<file path="config.mk">
export PLATFORM = sky130hd
export DESIGN_NAME = free_list_mw_flat
export DESIGN_NICKNAME = d
export VERILOG_FILES = /design/src/rtl/free_list_mw_pkg.sv /design/src/rtl/free_list_mw_if.sv /design/src/rtl/free_list_mw_compact.sv /design/src/rtl/free_list_mw.sv /design/src/flat_wrapper.sv
export SDC_FILE = /design/constraint.sdc
export NUM_CORES = 2
export LEC_CHECK = 0
export CORE_MARGIN = 2
export CORE_UTILIZATION = 50
export DETAILED_ROUTE_END_ITERATION = 7
export PLACE_DENSITY = 0.62
export SLEW_MARGIN = 20
export SYNTH_ARGS = -nofsm -noshare
export SYNTH_HDL_FRONTEND = slang
export SYNTH_SLANG_ARGS = --single-unit
</file>
<file path="constraint.sdc">
create_clock -name clk_i -period 39.6 [get_ports clk_i]
set_clock_uncertainty 0.2 [all_clocks]
set_input_delay 7.92 -clock clk_i [delete_from_list [all_inputs] [get_ports clk_i]]
set_output_delay 7.92 -clock clk_i [all_outputs]
set_load 0.01 [all_outputs]
</file>
<file path="src/rtl/free_list_mw_pkg.sv">
`default_nettype none
// ============================================================================
// Module   : free_list_pkg
// Purpose  : Shared constants and lane-compaction helpers for the multi-width
//            physical-register free list.
// Contents : PHYSREG_DEF, AREG_DEF  - default geometry
//            popcount()             - number of set bits in a 4-bit lane mask
//            lane_offset()          - compacted slot of lane j in a lane mask
// Revision : 1.0  initial release
// ============================================================================
package free_list_pkg;

  localparam int PHYSREG_DEF = 128;
  localparam int AREG_DEF    = 32;

  function automatic logic [2:0] popcount(input logic [3:0] mask);
    popcount = '0;
    for (int i = 0; i < 4; i++) begin
      popcount = popcount + 3'(mask[i]);
    end
  endfunction

  // Lane j lands after every valid lane below it.
  function automatic logic [2:0] lane_offset(input logic [3:0] mask, input int lane);
    lane_offset = '0;
    for (int i = 0; i < 4; i++) begin
      if (i < lane) begin
        lane_offset = lane_offset + 3'(mask[i]);
      end
    end
  endfunction

endpackage : free_list_pkg
`default_nettype wire

</file>
<file path="src/rtl/free_list_mw_if.sv">
`default_nettype none
// ============================================================================
// Module   : free_list_mw_if
// Purpose  : Rename-stage handshake bundle for the free list.
// Ports    : alloc_req_i/alloc_gnt_o/alloc_preg_o  - allocation lanes
//            free_valid_i/free_preg_i              - retire-side free lanes
//            free_count_o/empty_o/full_o           - occupancy status
//            chkpt_head_o/recover_i/recover_head_i - branch checkpoint/restore
//            overflow_o                            - sticky dropped-free flag
//            modport slave : the free list; modport master : the rename stage
// Revision : 1.0  initial release
// ============================================================================
interface free_list_mw_if
  import free_list_pkg::*;
#(
  parameter int PHYSREG = PHYSREG_DEF,
  parameter int ALLOC_W = 2,
  parameter int FREE_W  = 2
);
  localparam int PW = $clog2(PHYSREG);
  localparam int CW = PW + 1;
  localparam int RW = $clog2(ALLOC_W + 1);

  logic [RW-1:0]               alloc_req_i;
  logic                        alloc_gnt_o;
  logic [ALLOC_W-1:0][PW-1:0]  alloc_preg_o;
  logic [FREE_W-1:0]           free_valid_i;
  logic [FREE_W-1:0][PW-1:0]   free_preg_i;
  logic [CW-1:0]               free_count_o;
  logic                        empty_o;
  logic                        full_o;
  logic [CW-1:0]               chkpt_head_o;
  logic                        recover_i;
  logic [CW-1:0]               recover_head_i;
  logic                        overflow_o;

  modport slave (
    input  alloc_req_i, free_valid_i, free_preg_i, recover_i, recover_head_i,
    output alloc_gnt_o, alloc_preg_o, free_count_o, empty_o, full_o,
           chkpt_head_o, overflow_o
  );

  modport master (
    output alloc_req_i, free_valid_i, free_preg_i, recover_i, recover_head_i,
    input  alloc_gnt_o, alloc_preg_o, free_count_o, empty_o, full_o,
           chkpt_head_o, overflow_o
  );

endinterface : free_list_mw_if
`default_nettype wire

</file>
<file path="src/rtl/free_list_mw_compact.sv">
`default_nettype none
// ============================================================================
// Module   : free_list_compact
// Purpose  : Prefix-sum over the free strobes. Packs valid lanes into
//            consecutive slots and accepts them in lane order while room lasts.
// Ports    : valid    in  per-lane free strobes
//            room     in  slots available after this cycle's allocation
//            offset   out compacted slot of each lane
//            accept   out lanes that will be written
//            n_accept out number of accepted lanes
//            dropped  out some valid lane did not fit
// Revision : 1.0  initial release
// ============================================================================
module free_list_compact
  import free_list_pkg::*;
#(
  parameter int FREE_W = 2,
  parameter int CW     = 8
) (
  input  logic [FREE_W-1:0]      valid,
  input  logic [CW-1:0]          room,
  output logic [FREE_W-1:0][2:0] offset,
  output logic [FREE_W-1:0]      accept,
  output logic [2:0]             n_accept,
  output logic                   dropped
);

  logic [3:0] vpad;

  always_comb begin
    vpad = 4'(valid);
    for (int j = 0; j < FREE_W; j++) begin
      offset[j] = lane_offset(vpad, j);
      // Slots are handed out in lane order, so a lane fits iff its slot < room.
      accept[j] = valid[j] && (CW'(offset[j]) < room);
    end
    n_accept = popcount(4'(accept));
    dropped  = |(valid & ~accept);
  end

endmodule : free_list_compact
`default_nettype wire

</file>
<file path="src/rtl/free_list_mw.sv">
`default_nettype none
// ============================================================================
// Module   : free_list_mw
// Purpose  : Circular-buffer free list of physical-register indices with
//            ALLOC_W all-or-nothing allocation lanes, FREE_W free lanes,
//            head checkpointing and mispredict recovery.
// Ports    : clk_i  in  clock
//            rst_i  in  asynchronous active-high reset
//            bus    slave modport of free_list_mw_if (see interface header)
// Revision : 1.0  initial release
// ============================================================================
module free_list_mw
  import free_list_pkg::*;
#(
  parameter int PHYSREG = PHYSREG_DEF,
  parameter int AREG    = AREG_DEF,
  parameter int ALLOC_W = 2,
  parameter int FREE_W  = 2
) (
  input  logic           clk_i,
  input  logic           rst_i,
  free_list_mw_if.slave  bus
);

  localparam int PW = $clog2(PHYSREG);
  localparam int CW = PW + 1;

  logic [CW-1:0] head, tail, count, req_ext, granted, head_next, room;
  logic          gnt, overflow, dropped;
  logic [2:0]    n_accept;
  logic [FREE_W-1:0][2:0]    offset;
  logic [FREE_W-1:0]         accept;
  logic [FREE_W-1:0][PW-1:0] waddr;
  logic [PW-1:0]             mem [PHYSREG];

  // Pointers carry a wrap bit, so the difference is the occupancy directly.
  assign count     = tail - head;
  assign req_ext   = CW'(bus.alloc_req_i);
  assign gnt       = (bus.alloc_req_i != '0) && (count >= req_ext) && !bus.recover_i;
  assign granted   = gnt ? req_ext : '0;
  assign head_next = bus.recover_i ? bus.recover_head_i : head + granted;
  // Room is measured against the head that will exist next cycle, so a
  // recovery that un-allocates entries also shrinks the room for frees.
  assign room      = CW'(PHYSREG) - (tail - head_next);

  free_list_compact #(
    .FREE_W (FREE_W),
    .CW     (CW)
  ) u_compact (
    .valid    (bus.free_valid_i),
    .room     (room),
    .offset   (offset),
    .accept   (accept),
    .n_accept (n_accept),
    .dropped  (dropped)
  );

  always_ff @(posedge clk_i or posedge rst_i) begin
    if (rst_i) begin
      head     <= '0;
      tail     <= CW'(PHYSREG - AREG);
      overflow <= 1'b0;
    end else begin
      head <= head_next;
      tail <= tail + CW'(n_accept);
      if (dropped) begin
        overflow <= 1'b1;
      end
    end
  end

  always_comb begin
    for (int j = 0; j < FREE_W; j++) begin
      waddr[j] = tail[PW-1:0] + PW'(offset[j]);
    end
  end

  // One register per entry so each reset value is a per-entry constant.
  for (genvar i = 0; i < PHYSREG; i++) begin : g_mem
    localparam logic [PW-1:0] RST_VAL = (i < PHYSREG - AREG) ? PW'(AREG + i) : '0;
    logic          hit;
    logic [PW-1:0] wdata;

    always_comb begin
      hit   = 1'b0;
      wdata = mem[i];
      for (int j = 0; j < FREE_W; j++) begin
        if (accept[j] && (waddr[j] == PW'(i))) begin
          hit   = 1'b1;
          wdata = bus.free_preg_i[j];
        end
      end
    end

    always_ff @(posedge clk_i or posedge rst_i) begin
      if (rst_i) begin
        mem[i] <= RST_VAL;
      end else if (hit) begin
        mem[i] <= wdata;
      end
    end
  end

  for (genvar k = 0; k < ALLOC_W; k++) begin : g_rd
    assign bus.alloc_preg_o[k] = mem[head[PW-1:0] + PW'(k)];
  end

  assign bus.alloc_gnt_o  = gnt;
  assign bus.free_count_o = count;
  assign bus.empty_o      = (count == '0);
  assign bus.full_o       = (count == CW'(PHYSREG));
  assign bus.chkpt_head_o = head;
  assign bus.overflow_o   = overflow;

endmodule : free_list_mw
`default_nettype wire

</file>
<file path="src/flat_wrapper.sv">
// flat-port wrapper written by rule: the top's interface ports become plain ports
module free_list_mw_flat import free_list_pkg::*;
#(
  parameter int PHYSREG = PHYSREG_DEF,
  parameter int AREG    = AREG_DEF,
  parameter int ALLOC_W = 2,
  parameter int FREE_W  = 2
)
  (clk_i, rst_i, bus_alloc_req_i, bus_free_valid_i, bus_free_preg_i, bus_recover_i, bus_recover_head_i, bus_alloc_gnt_o, bus_alloc_preg_o, bus_free_count_o, bus_empty_o, bus_full_o, bus_chkpt_head_o, bus_overflow_o);
  free_list_mw_if #(.PHYSREG(PHYSREG), .ALLOC_W(ALLOC_W), .FREE_W(FREE_W)) bus_i ();
  input  logic clk_i;
  input  logic rst_i;
  input wire logic [$bits(bus_i.alloc_req_i)-1:0] bus_alloc_req_i;
  input wire logic [$bits(bus_i.free_valid_i)-1:0] bus_free_valid_i;
  input wire logic [$bits(bus_i.free_preg_i)-1:0] bus_free_preg_i;
  input wire logic [$bits(bus_i.recover_i)-1:0] bus_recover_i;
  input wire logic [$bits(bus_i.recover_head_i)-1:0] bus_recover_head_i;
  output wire logic [$bits(bus_i.alloc_gnt_o)-1:0] bus_alloc_gnt_o;
  output wire logic [$bits(bus_i.alloc_preg_o)-1:0] bus_alloc_preg_o;
  output wire logic [$bits(bus_i.free_count_o)-1:0] bus_free_count_o;
  output wire logic [$bits(bus_i.empty_o)-1:0] bus_empty_o;
  output wire logic [$bits(bus_i.full_o)-1:0] bus_full_o;
  output wire logic [$bits(bus_i.chkpt_head_o)-1:0] bus_chkpt_head_o;
  output wire logic [$bits(bus_i.overflow_o)-1:0] bus_overflow_o;
  assign bus_i.alloc_req_i = bus_alloc_req_i;
  assign bus_i.free_valid_i = bus_free_valid_i;
  assign bus_i.free_preg_i = bus_free_preg_i;
  assign bus_i.recover_i = bus_recover_i;
  assign bus_i.recover_head_i = bus_recover_head_i;
  assign bus_alloc_gnt_o = bus_i.alloc_gnt_o;
  assign bus_alloc_preg_o = bus_i.alloc_preg_o;
  assign bus_free_count_o = bus_i.free_count_o;
  assign bus_empty_o = bus_i.empty_o;
  assign bus_full_o = bus_i.full_o;
  assign bus_chkpt_head_o = bus_i.chkpt_head_o;
  assign bus_overflow_o = bus_i.overflow_o;
  free_list_mw #(.PHYSREG(PHYSREG), .AREG(AREG), .ALLOC_W(ALLOC_W), .FREE_W(FREE_W)) u_core (.clk_i(clk_i), .rst_i(rst_i), .bus(bus_i));
endmodule
</file>
Word level (Yosys, flattened, before mapping)
Index checks and enable logic that the tools add are counted.
Widths: inputs -> output; s select.
{ "totals": {"register_bits": 913, "inputBits": 29, "out_inout_bits": 34, "word_cells": 1445} }
{ "classes": {"addsub": 8, "n_lt_le_gt_ge": 5, "eq_ne": 255, "muxes": 520, "bitwise": 4, "n_reduce_logical": 522} }
{ "op_table": {"columns": ["operator", "count"], "rows": [
  ["$mux 7", 260],
  ["$eq 7x7->1 const B", 128],
  ["$eq 7x6->1 const B", 64],
  ["$logic_and 1x1->1", 260],
  ["$reduce_bool 2->1", 129],
  ["$mux 1", 256],
  ["$reduce_and 2->1", 128],
  ["$eq 7x5->1 const B", 32],
  ["$eq 7x4->1 const B", 16],
  ["$bmux 7 s7", 2],
  ["$eq 7x3->1 const B", 8],
  ["$eq 7x2->1 const B", 4],
  ["$ge 8x8->1 const B", 2],
  ["$not 7->8", 2],
  ["$sub 8x8->8", 2],
  ["$eq 7x1->1 const B", 2],
  ["$logic_not 7->1", 2],
  ["$add 8x2->8", 1],
  ["$add 8x8->8", 1],
  ["$eq 8x8->1 const B", 1],
  ["$ge 8x2->1", 1],
  ["$logic_not 8->1", 1],
  ["$lt 1x8->1", 1],
  ["$lt 1x8->1 const A", 1],
  ["10 further kinds", 10]
]} }

Depth between registers and ports, before layout
{ "logic_depth": {"depth_word": 15, "depth_mapped": 37, "ltp_nobuf": 32} }

Hierarchy
Synthesis repeated with hierarchy kept, for this count alone.
{ "unflattened": {"cells_unflattened": 5636, "area_unflattened_um2": 58509.9} }
{ "modules_own_cells": {"columns": ["mod", "instances", "cells_each", "area_per_inst_um2", "seq_area_each_um2"], "rows": [
  ["free_list_mw", 1, 5616, 58358.5, 23309.9],
  ["free_list_compact", 1, 20, 151.4, 0.0]
]} }

Least setup slack after synthesis
Ideal clock, no wire load.
{ "synth_timing": {"kind": "input to output", "start": "input port bus_alloc_req_i[0]", "end": "output port bus_alloc_gnt_o", "arrival_ns": 9.062, "setup_slack_ns": 22.418, "path_stages": 4, "n_path_buf": 0, "path_cell_list": "ha_1 nand2b_1 a2111oi_0 nor3_1"} }
{ "synth_via": {"elab_chain_len": 3, "word_cells_on_any_way": 4, "cone_classes": "1 x order compare; 3 x reduce/logical"} }
{ "synth_lines": {"columns": ["element", "line", "source"], "rows": [
  ["start: declaration", "flat_wrapper.sv:13", "input wire logic [$bits(bus_i.alloc_req_i)-1:0] bus_alloc_req_i;"],
  ["$ge 8x2->1 or $reduce_bool 2->1 (tied branches)", "free_list_mw.sv:39", "assign gnt = (bus.alloc_req_i != '0) && (count >= req_ext) && !bus.recover_i;"],
  ["$logic_and 1x1->1 * (2 in a row)", "free_list_mw.sv:39", null],
  ["end: declaration", "flat_wrapper.sv:18", "output wire logic [$bits(bus_i.alloc_gnt_o)-1:0] bus_alloc_gnt_o;"]
]} }
Mark *: on every way between the ends. The rest lies on a longest branch, timed or not.

Worst setup path in the final report
Same ends and word-level chain as after synthesis.

==> out/qor.yml <==
path_class: "in -> out"
min_to: "u_core.mem[226]$_DFFE_PP1P_"
power.leakage_uw: 0.0253
clock_power_share_pct: 21.7
synth_edf_count: 0
layout_setup_ws_ps: 21250
reg2reg_from: "u_core.bus.chkpt_head_o[2]$_DFF_PP0_"
placed_cells: 6528
ff2ff_setup_slack_ps: 28220
post-cts-setup-buffers: 0
synth_area_leaders: "dfrtp_1 22%, mux4_2 21%, dfstp_2 16%, mux2_2 6.4%, mux2i_1 6.0%"
core_sq_um: 120000
r2r_cells: 28
synth_commonest_cells: "567 x mux4_2, 543 x dfrtp_1, 539 x nor2_1"
syn_area_sq_um: 60700
grt_pass1_vias: 47000
drive_gt1_share_pct: 33.9
pwr-share-seq_pct: 34.4
max_slew_margin_pct: 11.9
tns_ps: 0
drv_slew: 0
syn-num-nets: 5383
drtIter0Drc: 7636
switching_share_pct: 38.8
crit_fanout: 3
ir_worst_vdd_mv: 0.0760
finalPower_uw: 5120
chipWidth_um: 353
final_hold_viol_count: 0
worstHoldPathCells: 2
p_sw_uw: 1990
period_minus_slack_ps: 18350
synth-main-ff-cell: "dfrtp_1"
post-route-period-util_pct: 46.4
critical_path_arrival_ps: 10230
antenna_found_initial: 14
final_nets: 5089
viasPerCell: 7.40
yosysTopAreaCellShare_pct: 22.4
cts_hold_buf: 0
cts_resized: 0
yosys_register_bits: 913
synth.avg_cell_area_sq_um: 11.4
clock_latency_ps: 740
pre_cts_slack_ps: 21360
fin_util_pct: 55.1
end_kind: "output pin"
synth_seq_area_share_pct: 38.4
grt_pass1_wl_um: 347000
p_int_uw: 3130
vias: 49900
worstPathRequired_ps: 31480
place.gp.congestion: 1.00
synthToLayoutAreaGrowth_pct: 9.16
cts_sinks: 913
comb_power_share_pct: 43.9
ant_nets: 0
io_buffers: 62
grt-ovfl-total: 0
startpoint_type: "input pin"
fp-row-count: 127
rr_endpoint: "u_core.mem[649]$_DFFE_PP0P_"
die_h_um: 353
max_freq_mhz: 54.5
dp_hpwl_um: 152000
worstHoldStart: "u_core.mem[226]$_DFFE_PP1P_"
power_density_nw_per_um2: 77.2
outcome: "complete, no violations"
clk_path_buf_depth: 3
ys_async_sr_fraction_pct: 100
dieArea_sq_um: 124000
cts_tree: "done"
cts_root_buffer: "clkbuf_16"
cts.clk_slew.worst_paths_ps: 60
grt_usage_pct: 37.9
worst_slew_pin_slew_ps: 1320
ys_types: 71
grt_max_degree: 140
routed_wl_um: 239000
yosysTopAreaCell: "dfrtp_1"
h-tree-depth: 3
setup_viol: 0
rsz0062_at_grt: "no"
timing.max_cap.violations: 0
stdcell_count: 6742
num_io_pins: 63
routedWlPerCell_um: 35.5
drc: 0
cts_buffers: 109
hold_path.class: "reg -> reg"
yosysMostFrequentCell: "mux4_2"
synth_cells: 5321
ys.warnings.count: 0
drtPass1Iterations: 8
start_util_pct: 50.5
power groups by stage:
stage / Combinational [uW] / Sequential [uW] / Clock, uW
detailed placement: 2170 / 1750 / 0
finish: 2250 / 1760 / 1110
floorplan: 1530 / 1600 / 0
global placement: 2130 / 1720 / 0
global route: 2330 / 1800 / 1150
CTS: 2180 / 1730 / 1110
cells in the final DEF, fill, tap and decap left out, types with 157 or more instances in the layout:
cell type and count:
a21oi_1 455, a32o_1 168, a32oi_1 210, dfrtp_1 540, dfstp_2 369, mux2_2 346
mux2i_1 364, mux4_2 567, nand2_1 316, nand3_1 158, nor2_1 532, o21ai_0 157
cells by family (layout without fill, tap and decap cells):
| group | after synthesis | after routing | share of synthesized area, % |
|---|---|---|---|
| adder cells (fa/ha/maj) | 33 | 33 | 0.729 |
| AO/OA/AOI/OAI | 1127 | 1127 | 12.5 |
| multiplexers | 1312 | 1312 | 34.1 |
| XOR/XNOR | 27 | 27 | 0.402 |
| buffers and inverters | 651 | 452 | 4.27 |
| AND/OR/NAND/NOR | 1258 | 1258 | 9.59 |
| flip-flops | 913 | 913 | 38.4 |
| other | 0 | 8 | 0 |
how the worst max path moves through the flow:
stage / cells past startpoint / from / endpoint / slack [ps]
2_1_floorplan: 1 / rst_i / u_core.bus.chkpt_head_o[0]$_DFF_PP0_ / 6420
3_3_place_gp: 6 / bus_alloc_req_i[0] / bus_alloc_gnt_o / 21250
3_5_place_dp: 6 / bus_alloc_req_i[0] / bus_alloc_gnt_o / 21360
4_1_cts: 6 / bus_alloc_req_i[0] / bus_alloc_gnt_o / 21300
5_1_grt: 6 / bus_alloc_req_i[0] / bus_alloc_gnt_o / 21140
6_report: 6 / bus_alloc_req_i[0] / bus_alloc_gnt_o / 21250
final cells by class:
cell class                 count  area, sq um
clock inverter                39          561
multi-input combinational   3757        35100
timing repair buffer         212         1770
fill                       10200        54000
inverter                      34          138
clock buffer                 167         3340
sequential                   913        23300
antenna                        8         20.0
tap                         1612         2020
metal layers:
| metal | up-vias | routed length (um) | global-route usage [%] |
|---|---|---|---|
| met4 | 16 | 14000 | 18.7 |
| met1 | 25600 | 90100 | 51.5 |
| met5 | - | 101 | 0 |
| met3 | 685 | 33900 | 14.4 |
| li1 | 20000 | - | - |
| met2 | 3647 | 101000 | 53.2 |
stage by stage:
step	hold WS [ps]	cell area (sq um)
6_report	283	66300
5_1_grt	293	66300
4_1_cts	280	66300
3_5_place_dp	269	62400
3_3_place_gp	263	62300
2_1_floorplan	250	60700
registers in the layout (all words and copies together), names as in the netlist:
signal,cells
u_core.bus.chkpt_head_o,8
u_core.bus.overflow_o,1
u_core.mem,896
u_core.tail,8
worst max-delay path, stage by stage:
cell and delay, ps:
clkdlybuf4s50_1 500, ha_1 240, nand2b_1 150, a2111oi_0 810, nor3_1 100, clkdlybuf4s50_1 510
(Power assumes the default switching activity.)
